[config.mk]
export PLATFORM = sky130hd
export DESIGN_NAME = capture_ctrl
export DESIGN_NICKNAME = d
export VERILOG_FILES = /design/src/rtl/capture_ctrl.sv
export SDC_FILE = /design/constraint.sdc
export NUM_CORES = 1
export LEC_CHECK = 0
export CAP_MARGIN = 20
export CORE_MARGIN = 5
export CORE_UTILIZATION = 47
export DETAILED_ROUTE_END_ITERATION = 10
export HOLD_SLACK_MARGIN = 0.08
export PLACE_DENSITY_LB_ADDON = 0.25
export SKIP_LAST_GASP = 1
export SYNTH_ARGS = -nofsm -noshare
export SYNTH_HDL_FRONTEND = slang
export SYNTH_SLANG_ARGS = --single-unit
export TNS_END_PERCENT = 10
[constraint.sdc]
create_clock -name clk_i -period 4 [get_ports clk_i]
set_clock_uncertainty 0.15 [all_clocks]
set_input_delay 0.6 -clock clk_i [delete_from_list [all_inputs] [get_ports clk_i]]
set_output_delay 0.6 -clock clk_i [all_outputs]
set_load 0.01 [all_outputs]
[src/rtl/capture_ctrl.sv]
// capture_ctrl: capture/readout controller for the logic-analyser core.
//
// While armed, each strobed sample goes into a ring buffer after its
// disabled byte groups are zeroed. Once the trigger fires, a programmed
// number of post-trigger samples is stored. The last rcnt stored words are
// then streamed to the transmitter, newest first.
//
// Ports
//   clk_i, rst_in      clock, asynchronous active-low reset
//   cmd_i              [15:0] read field, [31:16] delay field, [2+GROUPS-1:2] group mask
//   set_cnt_i          load read/delay fields (IDLE/DONE only)
//   set_flgs_i         load group disable mask (IDLE/DONE only)
//   arm_i, run_i       start capture / trigger level
//   stb_i, smpls_i     sample strobe and data
//   d_i                RAM read data, RD_LAT cycles after addr_o
//   tx_rdy_i           transmitter idle
//   we_o, addr_o, q_o  RAM write enable / address / write data
//   tx_stb_o, tx_o     one-cycle send strobe and held word
//   armed_o, done_o    status: capturing / readout finished
module capture_ctrl #(
  parameter int WIDTH  = 32,
  parameter int DEPTH  = 5,
  parameter int RD_LAT = 1
) (
  input  logic             clk_i,
  input  logic             rst_in,
  input  logic [31:0]      cmd_i,
  input  logic             set_cnt_i,
  input  logic             set_flgs_i,
  input  logic             arm_i,
  input  logic             run_i,
  input  logic             stb_i,
  input  logic [WIDTH-1:0] smpls_i,
  input  logic [WIDTH-1:0] d_i,
  input  logic             tx_rdy_i,
  output logic             we_o,
  output logic [DEPTH-1:0] addr_o,
  output logic [WIDTH-1:0] q_o,
  output logic             tx_stb_o,
  output logic [WIDTH-1:0] tx_o,
  output logic             armed_o,
  output logic             done_o
);
  localparam int          GROUPS = WIDTH / 8;
  localparam logic [18:0] WORDS  = 19'(2 ** DEPTH);

  typedef enum logic [2:0] {IDLE, FILL, POST, RADDR, RWAIT, SEND, DONE} state_t;

  // (field+1)*4 computed one bit wider so a field of 0xFFFF cannot wrap
  // before the clamp to the buffer size.
  function automatic logic [17:0] to_cnt(input logic [15:0] f);
    logic [18:0] raw;
    raw = ({3'b000, f} + 19'd1) << 2;
    return (raw > WORDS) ? WORDS[17:0] : raw[17:0];
  endfunction

  state_t            state;
  logic [15:0]       rd_fld, dl_fld;
  logic [GROUPS-1:0] mask;
  logic [17:0]       rcnt, dcnt, dctr, rctr;
  logic [DEPTH-1:0]  wptr, rptr;
  logic [1:0]        wctr, guard;
  logic [WIDTH-1:0]  masked;
  logic              cfg_ok, stb_ok;

  assign rcnt   = to_cnt(rd_fld);
  assign dcnt   = to_cnt(dl_fld);
  assign cfg_ok = (state == IDLE) || (state == DONE);
  assign stb_ok = stb_i && ((state == FILL) || (state == POST));

  genvar g;
  generate
    for (g = 0; g < GROUPS; g++) begin : g_mask
      assign masked[g*8 +: 8] = mask[g] ? 8'h00 : smpls_i[g*8 +: 8];
    end
  endgenerate

  always_ff @(posedge clk_i or negedge rst_in) begin
    if (!rst_in) begin
      state    <= IDLE;
      rd_fld   <= '0;
      dl_fld   <= '0;
      mask     <= '0;
      dctr     <= '0;
      rctr     <= '0;
      wptr     <= '0;
      rptr     <= '0;
      wctr     <= '0;
      guard    <= '0;
      we_o     <= 1'b0;
      addr_o   <= '0;
      q_o      <= '0;
      tx_stb_o <= 1'b0;
      tx_o     <= '0;
      armed_o  <= 1'b0;
      done_o   <= 1'b0;
    end else begin
      we_o     <= 1'b0;
      tx_stb_o <= 1'b0;

      if (cfg_ok && set_cnt_i) begin
        rd_fld <= cmd_i[15:0];
        dl_fld <= cmd_i[31:16];
      end
      if (cfg_ok && set_flgs_i) mask <= cmd_i[2+GROUPS-1:2];

      // Write path: one registered write per accepted strobe.
      if (stb_ok) begin
        we_o   <= 1'b1;
        addr_o <= wptr;
        q_o    <= masked;
        wptr   <= wptr + 1'b1;
      end

      case (state)
        IDLE, DONE: if (arm_i) begin
          state   <= FILL;
          wptr    <= '0;
          dctr    <= '0;
          armed_o <= 1'b1;
          done_o  <= 1'b0;
        end
        // Counts are at least 4, so a coincident strobe (delay sample 1)
        // can never finish the delay phase on its own.
        FILL: if (run_i) begin
          state <= POST;
          if (stb_i) dctr <= 18'd1;
        end
        POST: if (stb_i) begin
          dctr <= dctr + 18'd1;
          if (dctr + 18'd1 == dcnt) begin
            // The final write lands on wptr in the next cycle, which is
            // also where readout starts; addr_o already points there.
            state   <= RADDR;
            rptr    <= wptr;
            rctr    <= '0;
            armed_o <= 1'b0;
          end
        end
        RADDR: begin
          addr_o <= rptr;
          wctr   <= '0;
          state  <= RWAIT;
        end
        RWAIT: begin
          if (wctr == 2'(RD_LAT - 1)) begin
            tx_o     <= d_i;
            tx_stb_o <= 1'b1;
            guard    <= '0;
            state    <= SEND;
          end else begin
            wctr <= wctr + 2'd1;
          end
        end
        // tx_rdy_i is not trusted in the strobe cycle or the one after it:
        // the transmitter needs that long to drop ready.
        SEND: begin
          if (guard != 2'd2) begin
            guard <= guard + 2'd1;
          end else if (tx_rdy_i) begin
            rctr <= rctr + 18'd1;
            if (rctr + 18'd1 == rcnt) begin
              state  <= DONE;
              done_o <= 1'b1;
            end else begin
              rptr   <= rptr - 1'b1;
              addr_o <= rptr - 1'b1;
              state  <= RADDR;
            end
          end
        end
        default: state <= IDLE;
      endcase
    end
  end
endmodule
==> flow_metrics.py <==
metrics = {
    "global_route": {
        "largest_net_degree_at_the_start_of_global_routing": 81,
        "total_congestion_overflow_after_global_routing": 0,
        "grt_use_total": 0.207,
        "grt_antenna_before_repair": 0,
        "grt_first_pass_wirelength_um": 36700,
        "via_count_of_the_first_global_routing_pass": 7122,
    },
    "final_layout": {
        "nets": 1179,
        "fillers": 1523,
        "drive_gt1_frac": 0.122,
        "final-seq-area_mm2": 0.00405,
        "syn2layout_area_growth_pct": 30.2,
        "multiInputGateArea_mm2": 0.00428,
        "antennaDiodeCount": 0,
    },
    "worst_setup_path": {
        "crit-reg2reg-capture": "addr_o[2]",
        "r2r_slack_ns": 0.23,
        "worstPathRequired_ns": 4.15,
        "cp_num_buf_inv": 0,
        "critical_path.slowest_cell": "sky130_fd_sc_hd__a2111o_1",
        "critPathMaxFanout": 10,
        "worstReg2RegStart": "rd_fld[0]",
        "critPathKind": "reg2reg",
        "end_kind": "register",
        "worstSetupStartpointType": "register",
        "ff2ff_path_depth": 10,
        "critPathMaxStageDelay_ns": 0.59,
        "worstPathCellList": "ha_1, and3_1, or4b_2, o311ai_0, nand4_1, or3_1, a2111o_1, nand2_1, o22ai_1, a221o_1",
        "cp.arrival_ns": 3.92,
        "cp_top_family": "simple AND/OR/NAND/NOR gates",
    },
    "synth": {
        "synthCells": 905,
        "synth-simple-area-share": 0.224,
        "ys_async_sr_fraction": 1.00,
        "post_synth_main_area_contributors": "sky130_fd_sc_hd__dfrtp_1 47%, sky130_fd_sc_hd__mux2_2 8.4%, sky130_fd_sc_hd__nand2_1 5.2%",
        "synth_compound_gate_area_share": 0.125,
        "synth_fp_nets": 1020,
        "ys_warn_count": 0,
        "main_combinational_cell_family_by_area_after_synthesis": "simple AND/OR/NAND/NOR gates",
        "synth_cell_type_count": 76,
        "synth.top_cell.area_share": 0.467,
        "synthesized_area_fraction_occupied_by_adder_cells": 0.0159,
        "xor_xnor_share_of_the_synthesized_area": 0.0263,
        "netlist_area_mm2": 0.00867,
        "synth_area_leader_cell": "sky130_fd_sc_hd__dfrtp_1",
        "muxShareOfSynthArea": 0.101,
        "postSynth.topFlopCell": "sky130_fd_sc_hd__dfrtp_1",
        "synth_edf_count": 0,
        "synth-seq-cells": 162,
        "ys_seq_area_frac": 0.467,
        "synth.avg_cell_area_um2": 9.58,
    },
    "cts": {
        "cts-root-to-sink-buffers": 2,
        "postCtsSetupBuffers": 0,
        "cts.clk_slew.worst_paths_ns": 0.06,
        "cts-hold-fix-buffers": 0,
        "clockRootBuffer": "sky130_fd_sc_hd__clkbuf_16",
        "htree_levels": 4,
        "cts.repair.resized": 0,
        "clk_latency_ns": 0.42,
        "cts-buffers-inserted": 17,
        "clock_tree_from_tritoncts": "built",
        "cts_num_sinks": 162,
    },
    "timing": {
        "worst_slew_pin_slew_ns": 0.905,
        "grt_setup_unrepaired": "false",
        "timing.setup.tns_ns": 0,
        "period_minus_slack_ns": 3.77,
        "achievable-frequency_ghz": 0.265,
        "count_of_endpoints_failing_hold_in_the_final_timing_report": 0,
        "fin_crit_sh": 0.943,
        "finalSetupViolations": 0,
        "whs_ns": 0.0624,
        "timing.max_slew.rel_slack": 0.393,
        "final_max_slew_viol_count": 0,
    },
    "placed_design": {
        "detailedPlacementHpwl_um": 15500,
        "portbufs": 176,
        "finalWeightedCongestion": 0.853,
    },
    "route": {
        "post-route-drc-count": 0,
        "routed_wl_um": 21800,
        "route.antenna.remaining_nets": 0,
        "drt_iter0_drc": 398,
        "drt_pre_antenna_iters": 5,
        "wire_per_inst_um": 16.7,
        "viasPerCell": 5.61,
        "detailroute.via_count": 7324,
    },
    "power_and_ir_drop": {
        "power.total_mw": 7.92,
        "leakage_nw": 4.78,
        "p_per_area_mw_per_mm2": 701,
        "worst_ir_drop_vdd_uv": 381,
    },
    "worst_hold_path": {
        "worstHoldPathType": "in2async",
    },
    "die": {
        "die_width_um": 146,
        "core_area_mm2": 0.0181,
        "die_y_um": 146,
        "start_util": 0.480,
        "design.die.area_mm2": 0.0213,
        "pin_count": 177,
        "floorplan.rows": 49,
    },
    "outcome": {
        "status": "complete, no violations",
    },
    "flow_run": {
        "max_cap_violations": 0,
    },
}
-- flip-flops by register name, indices dropped and copies added (netlist names) --
| register | cells |
|---|---|
| addr_o | 5 |
| armed_o | 1 |
| dctr | 18 |
| dl_fld | 16 |
| done_o | 1 |
| guard | 2 |
| mask | 4 |
| q_o | 32 |
| rctr | 18 |
| rd_fld | 16 |
| rptr | 5 |
| state | 3 |
| tx_o | 32 |
| tx_stb_o | 1 |
| wctr | 2 |
| we_o | 1 |
| wptr | 5 |
-- power by group --
group | total, mW | switching (mW) | internal [mW]
combinational | 3.16 | 1.47 | 1.69
clock | 1.80 | 0.672 | 1.13
sequential | 2.97 | 0.676 | 2.29
total | 7.92 | 2.82 | 5.10
-- worst max-delay path by stage --
stage / slack (ns) / cells past startpoint / to / startpoint
global route: 0.01 / 11 / rctr[10] / dl_fld[0]
global placement: 0.33 / 10 / rctr[4] / dctr[0]
detailed placement: 0.28 / 10 / addr_o[2] / rd_fld[0]
CTS: 0.27 / 10 / addr_o[2] / rd_fld[0]
finish: 0.23 / 10 / addr_o[2] / rd_fld[0]
floorplan: 0.31 / 11 / rctr[4] / dctr[0]
-- synthesized netlist by cell type (7+ instances only) --
cell type / number
sky130_fd_sc_hd__nand3_1: 30
sky130_fd_sc_hd__clkbuf_1: 43
sky130_fd_sc_hd__mux2i_1: 14
sky130_fd_sc_hd__nor2_1: 66
sky130_fd_sc_hd__o22ai_1: 8
sky130_fd_sc_hd__nor4_1: 11
sky130_fd_sc_hd__nand4_1: 28
sky130_fd_sc_hd__mux2_2: 65
sky130_fd_sc_hd__dfrtp_1: 162
sky130_fd_sc_hd__o31ai_1: 7
sky130_fd_sc_hd__a21oi_1: 22
sky130_fd_sc_hd__a31oi_1: 18
sky130_fd_sc_hd__or3_1: 7
sky130_fd_sc_hd__and3_1: 11
sky130_fd_sc_hd__nor3_1: 27
sky130_fd_sc_hd__ha_1: 11
sky130_fd_sc_hd__nand2b_1: 11
sky130_fd_sc_hd__o21ai_0: 48
sky130_fd_sc_hd__inv_1: 30
sky130_fd_sc_hd__xnor2_1: 17
sky130_fd_sc_hd__nand2_1: 119
sky130_fd_sc_hd__xor2_1: 9
sky130_fd_sc_hd__nand3b_1: 34
-- per-stage QoR --
step           utilization  instance area [µm²]  cells  setup slack [ns]
2_1_floorplan            -                 8670    905             0.308
3_3_place_gp         0.588                10600   1274             0.328
3_5_place_dp         0.588                10600   1274             0.276
4_1_cts              0.624                11300   1306             0.267
5_1_grt              0.625                11300   1306            0.0112
6_report             0.625                11300   1306             0.230
-- cell usage in the layout (no fill, tap or decap), types with 8 or more instances in the layout --
master                              n
sky130_fd_sc_hd__and3_1            11
sky130_fd_sc_hd__mux2i_1           14
sky130_fd_sc_hd__nand2_1          119
sky130_fd_sc_hd__nor3_1            27
sky130_fd_sc_hd__xnor2_1           17
sky130_fd_sc_hd__nor4_1            11
sky130_fd_sc_hd__clkbuf_16         17
sky130_fd_sc_hd__nand3b_1          34
sky130_fd_sc_hd__xor2_1             9
sky130_fd_sc_hd__nor2_1            66
sky130_fd_sc_hd__a21oi_1           22
sky130_fd_sc_hd__dfrtp_1          162
sky130_fd_sc_hd__nand4_1           28
sky130_fd_sc_hd__nand2b_1          11
sky130_fd_sc_hd__buf_4             16
sky130_fd_sc_hd__clkdlybuf4s50_1  175
sky130_fd_sc_hd__ha_1              11
sky130_fd_sc_hd__mux2_2            65
sky130_fd_sc_hd__o21ai_0           48
sky130_fd_sc_hd__nand3_1           30
sky130_fd_sc_hd__inv_1             30
sky130_fd_sc_hd__o22ai_1            8
sky130_fd_sc_hd__a31oi_1           18
-- kinds of logic (layout without fill, tap and decap cells) --
kind of cell	Yosys count	after routing
XOR/XNOR	26	26
AO/OA/AOI/OAI	163	163
buffers and inverters	85	257
multiplexers	79	79
AND/OR/NAND/NOR	379	379
flip-flops	162	162
adder cells (fa/ha/maj)	11	11
-- layout make-up --
type / count / area share
Multi-Input combinational cell: 658 / 0.379
Sequential cell: 162 / 0.359
Timing Repair Buffer: 193 / 0.168
Clock buffer: 19 / 0.0392
Tap cell: 229 / 0.0254
Clock inverter: 13 / 0.0185
Inverter: 32 / 0.0106
-- routing by layer --
metal / vias to the layer above / GRT usage / part of all wire
li1: 3584 / - / -
met1: 3494 / 0.298 / 0.47
met2: 230 / 0.326 / 0.46
met3: 16 / 0.0408 / 0.058
met4: 0 / 0.0470 / 0.0089
met5: - / 0 / 0
No activity file was read; power rests on OpenSTA's default activity.
